`src/rtl/param_issue_stage.sv`:
```
// Issue stage: latches scheduled ops (S0), confirms issue, applies recovery flush and replay mux,
// and drives a registered output latch (S1). Optional perf counters behind ISSUE_STAGE_PERF_CNT_EN.
module param_issue_stage #(
    parameter int unsigned ISSUE_WIDTH = 2,
    parameter int unsigned IQ_PTR_W    = 4,
    parameter int unsigned AL_PTR_W    = 6,
    parameter int unsigned PAYLOAD_W   = 64
) (
    input  logic                             clk,
    input  logic                             rst,
    input  logic                             stall_i,
    input  logic                             clear_i,
    input  logic [ISSUE_WIDTH-1:0]           in_valid_i,
    input  logic [ISSUE_WIDTH*IQ_PTR_W-1:0]  in_iq_ptr_i,
    input  logic [ISSUE_WIDTH*AL_PTR_W-1:0]  in_al_ptr_i,
    input  logic [ISSUE_WIDTH*PAYLOAD_W-1:0] in_payload_i,
    input  logic                             replay_i,
    input  logic [ISSUE_WIDTH-1:0]           replay_valid_i,
    input  logic [ISSUE_WIDTH*AL_PTR_W-1:0]  replay_al_ptr_i,
    input  logic [ISSUE_WIDTH*PAYLOAD_W-1:0] replay_payload_i,
    input  logic                             recovery_i,
    input  logic [AL_PTR_W-1:0]              flush_head_i,
    input  logic [AL_PTR_W-1:0]              flush_tail_i,
    input  logic                             flush_all_i,
    output logic [ISSUE_WIDTH-1:0]           issue_o,
    output logic [ISSUE_WIDTH*IQ_PTR_W-1:0]  issue_ptr_o,
    output logic [ISSUE_WIDTH-1:0]           out_valid_o,
    output logic [ISSUE_WIDTH*AL_PTR_W-1:0]  out_al_ptr_o,
`ifdef ISSUE_STAGE_PERF_CNT_EN
    output logic [ISSUE_WIDTH*PAYLOAD_W-1:0] out_payload_o,
    output logic [31:0]                      perf_issue_cnt_o,
    output logic [31:0]                      perf_flush_cnt_o
`else
    output logic [ISSUE_WIDTH*PAYLOAD_W-1:0] out_payload_o
`endif
);

    // Flush range is [head, tail) on a circular pointer space; head==tail means empty.
    function automatic logic flush_hit(input logic                rec,
                                       input logic                all,
                                       input logic [AL_PTR_W-1:0] head,
                                       input logic [AL_PTR_W-1:0] tail,
                                       input logic [AL_PTR_W-1:0] p);
        logic hit;
        hit = 1'b0;
        if (rec) begin
            if (all) begin
                hit = 1'b1;
            end else if (head < tail) begin
                hit = (p >= head) && (p < tail);
            end else if (head > tail) begin
                hit = (p >= head) || (p < tail);
            end
        end
        return hit;
    endfunction

    logic [ISSUE_WIDTH-1:0]           s0_valid_q;
    logic [ISSUE_WIDTH*IQ_PTR_W-1:0]  s0_iq_ptr_q;
    logic [ISSUE_WIDTH*AL_PTR_W-1:0]  s0_al_ptr_q;
    logic [ISSUE_WIDTH*PAYLOAD_W-1:0] s0_payload_q;

    logic [ISSUE_WIDTH-1:0]           s1_valid_q;
    logic [ISSUE_WIDTH*AL_PTR_W-1:0]  s1_al_ptr_q;
    logic [ISSUE_WIDTH*PAYLOAD_W-1:0] s1_payload_q;

    logic [ISSUE_WIDTH-1:0]           sel_valid;
    logic [ISSUE_WIDTH*AL_PTR_W-1:0]  sel_al_ptr;
    logic [ISSUE_WIDTH*PAYLOAD_W-1:0] sel_payload;
    logic [ISSUE_WIDTH-1:0]           sel_flush;
    logic [ISSUE_WIDTH-1:0]           s0_flush;
    logic [ISSUE_WIDTH-1:0]           s1_flush;

    always_comb begin
        sel_valid   = '0;
        sel_al_ptr  = '0;
        sel_payload = '0;
        sel_flush   = '0;
        s0_flush    = '0;
        s1_flush    = '0;
        for (int i = 0; i < int'(ISSUE_WIDTH); i++) begin
            // Replay takes the lane even when the stage is stalled.
            if (replay_i) begin
                sel_valid[i]                         = replay_valid_i[i];
                sel_al_ptr[i*AL_PTR_W +: AL_PTR_W]   = replay_al_ptr_i[i*AL_PTR_W +: AL_PTR_W];
                sel_payload[i*PAYLOAD_W +: PAYLOAD_W] = replay_payload_i[i*PAYLOAD_W +: PAYLOAD_W];
            end else begin
                sel_valid[i]                         = s0_valid_q[i] && !stall_i;
                sel_al_ptr[i*AL_PTR_W +: AL_PTR_W]   = s0_al_ptr_q[i*AL_PTR_W +: AL_PTR_W];
                sel_payload[i*PAYLOAD_W +: PAYLOAD_W] = s0_payload_q[i*PAYLOAD_W +: PAYLOAD_W];
            end
            sel_flush[i] = flush_hit(recovery_i, flush_all_i, flush_head_i, flush_tail_i,
                                     sel_al_ptr[i*AL_PTR_W +: AL_PTR_W]);
            s0_flush[i]  = flush_hit(recovery_i, flush_all_i, flush_head_i, flush_tail_i,
                                     s0_al_ptr_q[i*AL_PTR_W +: AL_PTR_W]);
            s1_flush[i]  = flush_hit(recovery_i, flush_all_i, flush_head_i, flush_tail_i,
                                     s1_al_ptr_q[i*AL_PTR_W +: AL_PTR_W]);
        end
    end

    // Gated by rst so a replay presented during reset is never confirmed.
    assign issue_o     = (rst || clear_i) ? '0 : (sel_valid & ~sel_flush);
    assign issue_ptr_o = s0_iq_ptr_q;

    always_ff @(posedge clk or posedge rst) begin
        if (rst) begin
            s0_valid_q   <= '0;
            s0_iq_ptr_q  <= '0;
            s0_al_ptr_q  <= '0;
            s0_payload_q <= '0;
        end else if (!stall_i) begin
            s0_valid_q   <= in_valid_i;
            s0_iq_ptr_q  <= in_iq_ptr_i;
            s0_al_ptr_q  <= in_al_ptr_i;
            s0_payload_q <= in_payload_i;
        end else begin
            s0_valid_q   <= s0_valid_q & ~s0_flush;
        end
    end

    always_ff @(posedge clk or posedge rst) begin
        if (rst) begin
            s1_valid_q   <= '0;
            s1_al_ptr_q  <= '0;
            s1_payload_q <= '0;
        end else if (stall_i && !replay_i) begin
            s1_valid_q   <= s1_valid_q & ~s1_flush;
        end else begin
            s1_valid_q   <= sel_valid & ~sel_flush & {ISSUE_WIDTH{!clear_i}};
            s1_al_ptr_q  <= sel_al_ptr;
            s1_payload_q <= sel_payload;
        end
    end

    assign out_valid_o   = s1_valid_q;
    assign out_al_ptr_o  = s1_al_ptr_q;
    assign out_payload_o = s1_payload_q;

`ifdef ISSUE_STAGE_PERF_CNT_EN
    logic [31:0] issue_inc;
    logic [31:0] flush_inc;
    logic [31:0] perf_issue_q;
    logic [31:0] perf_flush_q;

    always_comb begin
        issue_inc = '0;
        flush_inc = '0;
        for (int i = 0; i < int'(ISSUE_WIDTH); i++) begin
            issue_inc = issue_inc + 32'(issue_o[i]);
            flush_inc = flush_inc + 32'(sel_valid[i] && sel_flush[i]);
        end
    end

    always_ff @(posedge clk or posedge rst) begin
        if (rst) begin
            perf_issue_q <= '0;
            perf_flush_q <= '0;
        end else begin
            perf_issue_q <= perf_issue_q + issue_inc;
            perf_flush_q <= perf_flush_q + flush_inc;
        end
    end

    assign perf_issue_cnt_o = perf_issue_q;
    assign perf_flush_cnt_o = perf_flush_q;
`endif

endmodule

```
`config.mk`:
```
export PLATFORM = sky130hd
export DESIGN_NAME = param_issue_stage
export DESIGN_NICKNAME = d
export VERILOG_FILES = /design/src/rtl/param_issue_stage.sv
export SDC_FILE = /design/constraint.sdc
export NUM_CORES = 1
export LEC_CHECK = 0
export ABC_AREA = 1
export CAP_MARGIN = 20
export CORE_AREA = 2 2 181 183
export CTS_CLUSTER_DIAMETER = 50
export DETAILED_ROUTE_END_ITERATION = 10
export DIE_AREA = 0 0 183 185
export PLACE_DENSITY_LB_ADDON = 0.05
export SKIP_LAST_GASP = 1
export SLEW_MARGIN = 20
export SYNTH_ARGS = -nofsm -noshare
export SYNTH_HDL_FRONTEND = slang
export SYNTH_SLANG_ARGS = --single-unit
```
`constraint.sdc`:
```
create_clock -name clk -period 10.6 [get_ports clk]
set_input_delay 1.06 -clock clk [delete_from_list [all_inputs] [get_ports clk]]
set_output_delay 1.06 -clock clk [all_outputs]
set_load 0.005 [all_outputs]
```
After elaboration in Yosys (flattened, before gate mapping):

Cells that the tools add are included.
Widths: inputs -> output; s select.

* bits in registers: 292
* bits of input ports: 311
* output and inout bits: 152
* word-level logic and storage cells: 80

* magnitude comparators: 14
* muxes and demuxes: 33
* bitwise gates (word level): 7
* reduce and logical (&&, ||, !) cells: 19

Operators by type and width (number)
* $mux 64: 2
* $lt 6x6->1: 7
* $ge 6x6->1: 6
* $mux 1: 26
* $mux 6: 2
* $logic_and 1x1->1: 9
* $and 2x2->2: 4
* $logic_or 1x1->1: 7
* $gt 6x6->1: 1
* $mux 2: 3
* $not 2->2: 3
* $logic_not 1->1: 3

Depth between registers and ports, before layout:

* depth after elaboration: 11
* depth in mapped cells: 17
* depth with buffers taken out: 16

Least setup slack after synthesis:

OpenSTA, ideal clock, no wires.

* kind: input to output
* start point: in rst
* end point: out issue_o[0]
* arrival: 7752 ps
* data required time: 9540 ps
* setup slack: 1788 ps
* stages on the path: 3
* buffers on the path: 0
* cell sequence: inv_1 nand2_1 nor2_1

* cells in the longest elaborated chain, start to end: 2

Ends and longest elaborated chain
* start: declaration: line 10 `input logic rst,`
* $logic_or 1x1->1: line 102 `assign issue_o = (rst || clear_i) ? '0 : (sel_valid & ~sel_flush);`
* $mux 2: line 102
* end: declaration: line 25 `output logic [ISSUE_WIDTH-1:0] issue_o,`

Every way passes these cells.

Final worst setup path:

* start point: in replay_i
* end point: out issue_o[0]

* cells in the longest elaborated chain, start to end: 10
* elaborated cells on any way between the ends: 13
* classes of those cells: order compare (2); mux (7); bitwise (2); reduce/logical (2)

Ends and longest elaborated chain
* start: declaration: line 17 `input logic replay_i,`
* $mux 6 *: line 83 `if (replay_i) begin`
* named net sel_al_ptr[5]: line 68 `logic [ISSUE_WIDTH*AL_PTR_W-1:0] sel_al_ptr;`
* $ge 6x6->1 / $lt 6x6->1 (equally long branches): line 50, 52
* $logic_or 1x1->1: line 52 `hit = (p >= head) || (p < tail);`
* $mux 1: line 51 `end else if (head > tail) begin`
* $mux 1 *: line 49 `end else if (head < tail) begin`
* $mux 1 *: line 47 `if (all) begin`
* $mux 1 *: line 46 `if (rec) begin`
* $not 2->2 *: line 102
* $and 2x2->2 *: line 102
* $mux 2 *: line 102

The timed path passes the listed nets; every way through them passes the cells marked *.

==> reports/metrics.cfg <==
[synthesis]
synth_fp_nets = 2055
syn_inst = 1672
synthesis.area_um2 = 13700
seq_area_frac_synth_pct = 53.4
yosys_warnings = 0
ys_types = 25
synth.area.top_cells = dfrtp_1, nand2_1, ha_1, nand3_1, inv_1
synth_seq_cells = 292
yosysTopAreaCellShare_pct = 53.4
postSynthAreaPerCell_um2 = 8.18
synth_top_area_cell = dfrtp_1

[worst_setup_path]
cp_max_fo = 79
arrival_ns = 3.88
slowest_delay_ns = 0.70
cp-start-kind = primary input
slowest_stage = buf_4
ff2ff_setup_slack_ns = 8.48
worstPathCellList = buf_4, o21ai_0, ha_1, a21o_1, nor2_1, nand2_1, nand2_1, nor2_1, nor2_1, nand2_1, nand2_1, nand2_1, nor2_1, clkdlybuf4s50_1
critPathKind = primary input to output pin
crit_top_cell = nand2_1
worstPathRequired_ns = 9.54
cp-end-kind = output pin

[worst_hold_path]
hold_path_class = register to register

[cells_and_area]
final_area_um2 = 19900
stdcell_count = 2549
fillCellCount = 2872
area_growth_pct = 45.2
final_nets = 2487
drive_above_1_share_pct = 3.66

[timing]
fmax_mhz = 202
relSlewSlack_pct = 24.6
tns_ns = 0
fin_crit_ns = 4.94
finalClockSkew_ns = 0.0217
maxSlewViolCount = 0
min_period_over_period_pct = 46.6
worst_slew_pin_slew_ns = 1.13
rsz0062_at_grt = false
whs_ns = 0.474
hold_viol_final = 0
setup_viol = 0

[cts]
clock_sink_count = 292
numCtsBuffers = 38
post_cts_buffers = 0
clock_path_buffers = 3
clk-insertion-delay-late_ns = 0.52
cts-root-buf = clkbuf_16
post_cts_resized = 0
cts_tree = built
h-tree-depth = 2
clk_transition_reported_paths_ns = 0.05
cts_hold_buf = 0

[global_routing]
grt_pass1_vias = 12300
grt_max_degree = 136
antenna_found_initial = 12
track_usage_pct = 27.0
grt_overflow = 0
grt_pass1_wl_mm = 70.3

[pwr]
power.density_nw_per_um2 = 160
p_leak_nw = 9.60
ir_drop_uv = 115

[floorplanning]
num_io_pins = 463
die-area_um2 = 33900
die_h_um = 185
initial_core_util_pct = 42.7
coreArea_um2 = 32000
rows = 66
fp.dieW_um = 183

[place]
dp_cells = 2472
place_congestion = 0.838
place_area_um2 = 18500
dpl.hpwl_mm = 32.4
io_buffers = 462

[job]
cap_violations = 0

[detailed_routing]
vias = 12600
drc_errors = 0
wl_mm = 46.5
postRouteAntennaNets = 0
wl_met1_mm = 18.6
dr_wl_met3_mm = 3.94
post_drt_via_cell_ratio = 4.94
drtPass1Iterations = 5
wl_met2_mm = 22.2
drt_iter0_markers = 760
wl_per_cell_um = 18.3
top_layer = met5

[run_status]
status = complete, no violations

==> power breakdown <==
group	leakage [nW]	switching, mW	internal (mW)
combinational	5.40	0.264	0.293
clock	0.637	0.494	0.838
sequential	3.56	0.0641	1.22
total	9.60	0.822	2.35
==> layout make-up <==
type | instances | area [um^2] | area share (%)
flip-flops and latches | 292 | 7310 | 36.8
repair buffers | 471 | 4690 | 23.6
well taps | 408 | 510 | 2.57
diodes | 10 | 25.0 | 0.126
multi-input cells | 1198 | 5610 | 28.2
clock buffers | 55 | 1130 | 5.68
clock inverters | 12 | 193 | 0.970
inverters | 103 | 399 | 2.01
==> path summary, 6_finish.rpt <==
kind / depth (start not counted) / startpoint / to
max: 14 / replay_i / issue_o[0]
min: 2 / issue_ptr_o[5] / issue_ptr_o[5]
max reg2reg: 14 / s0_al_ptr_q[10] / out_valid_o[1]
min reg2reg: 2 / issue_ptr_o[5] / issue_ptr_o[5]
max in group asynchronous: 3 / rst / s0_al_ptr_q[11]
min in group asynchronous: 2 / rst / s0_payload_q[125]
==> through the flow <==
stage / util, % / setup WS (ns) / total power [mW]
6_report: 62.0 / 5.66 / 3.17
5_1_grt: 61.9 / 5.39 / 3.32
4_1_cts: 61.9 / 5.62 / 3.20
3_5_place_dp: 57.8 / 5.63 / 1.86
3_3_place_gp: 57.8 / 5.67 / 1.85
2_1_floorplan: - / 1.46 / 1.53
==> placed cells by master (no fill, tap or decap), types with 3 or more instances in the layout <==
cell,count
nand2_1,837
clkdlybuf4s50_1,460
dfrtp_1,292
nand3_1,107
inv_1,99
o21ai_0,72
ha_1,72
clkbuf_16,40
o211ai_1,37
nor2_1,31
a21oi_1,19
buf_4,11
diode_2,10
clkbuf_1,8
clkbuf_8,7
o21a_1,6
nor2_4,4
clkinv_2,4
bufinv_16,4
clkinvlp_4,3
==> Yosys cell counts <==
library cell  instances
inv_2                 3
nor3_1                2
buf_2                34
a21o_1                2
inv_1               100
clkbuf_1             29
o211ai_1             37
nor2_4                3
buf_1                 6
nor2_1               32
a31oi_1               1
nand2_1             837
o21ai_1               1
ha_1                 72
o21a_1                6
o21ai_0              72
buf_4                 9
and2_1                2
o21bai_1              1
a21boi_0              2
a22o_1                2
nand3_1             107
dfrtp_1             292
buf_6                 1
a21oi_1              19
==> per-layer routing <==
layer / global-route usage [%] / vias to the layer above
met5: 0 / -
met4: 11.1 / 6
met3: 8.22 / 97
met2: 44.2 / 418
met1: 33.3 / 5933
li1: - / 6140
==> registers in the layout, indices dropped and copies added, names as in the netlist <==
register	cells
out_payload_o	128
issue_ptr_o	8
out_valid_o	2
out_al_ptr_o	12
s0_payload_q	128
s0_al_ptr_q	12
s0_valid_q	2
==> cell families (layout without fill, tap and decap cells) <==
family | after synthesis | count (layout) | share of synthesized area, %
AOI/OAI and AO/OA | 143 | 143 | 6.18
adders and majority gates | 72 | 72 | 6.59
buffers and inverters | 182 | 641 | 5.61
DFF | 292 | 292 | 53.4
other | 0 | 10 | 0
and+or+nand+nor | 983 | 983 | 28.2
==> worst max-delay path: cells and delay by family <==
| kind | cells | cell delay [ns] |
|---|---|---|
| buf+inv | 2 | 1.21 |
| fa+ha+maj | 1 | 0.38 |
| simple gates | 9 | 0.65 |
| compound gates | 2 | 0.55 |
No activity file was read; power rests on OpenSTA's default activity.
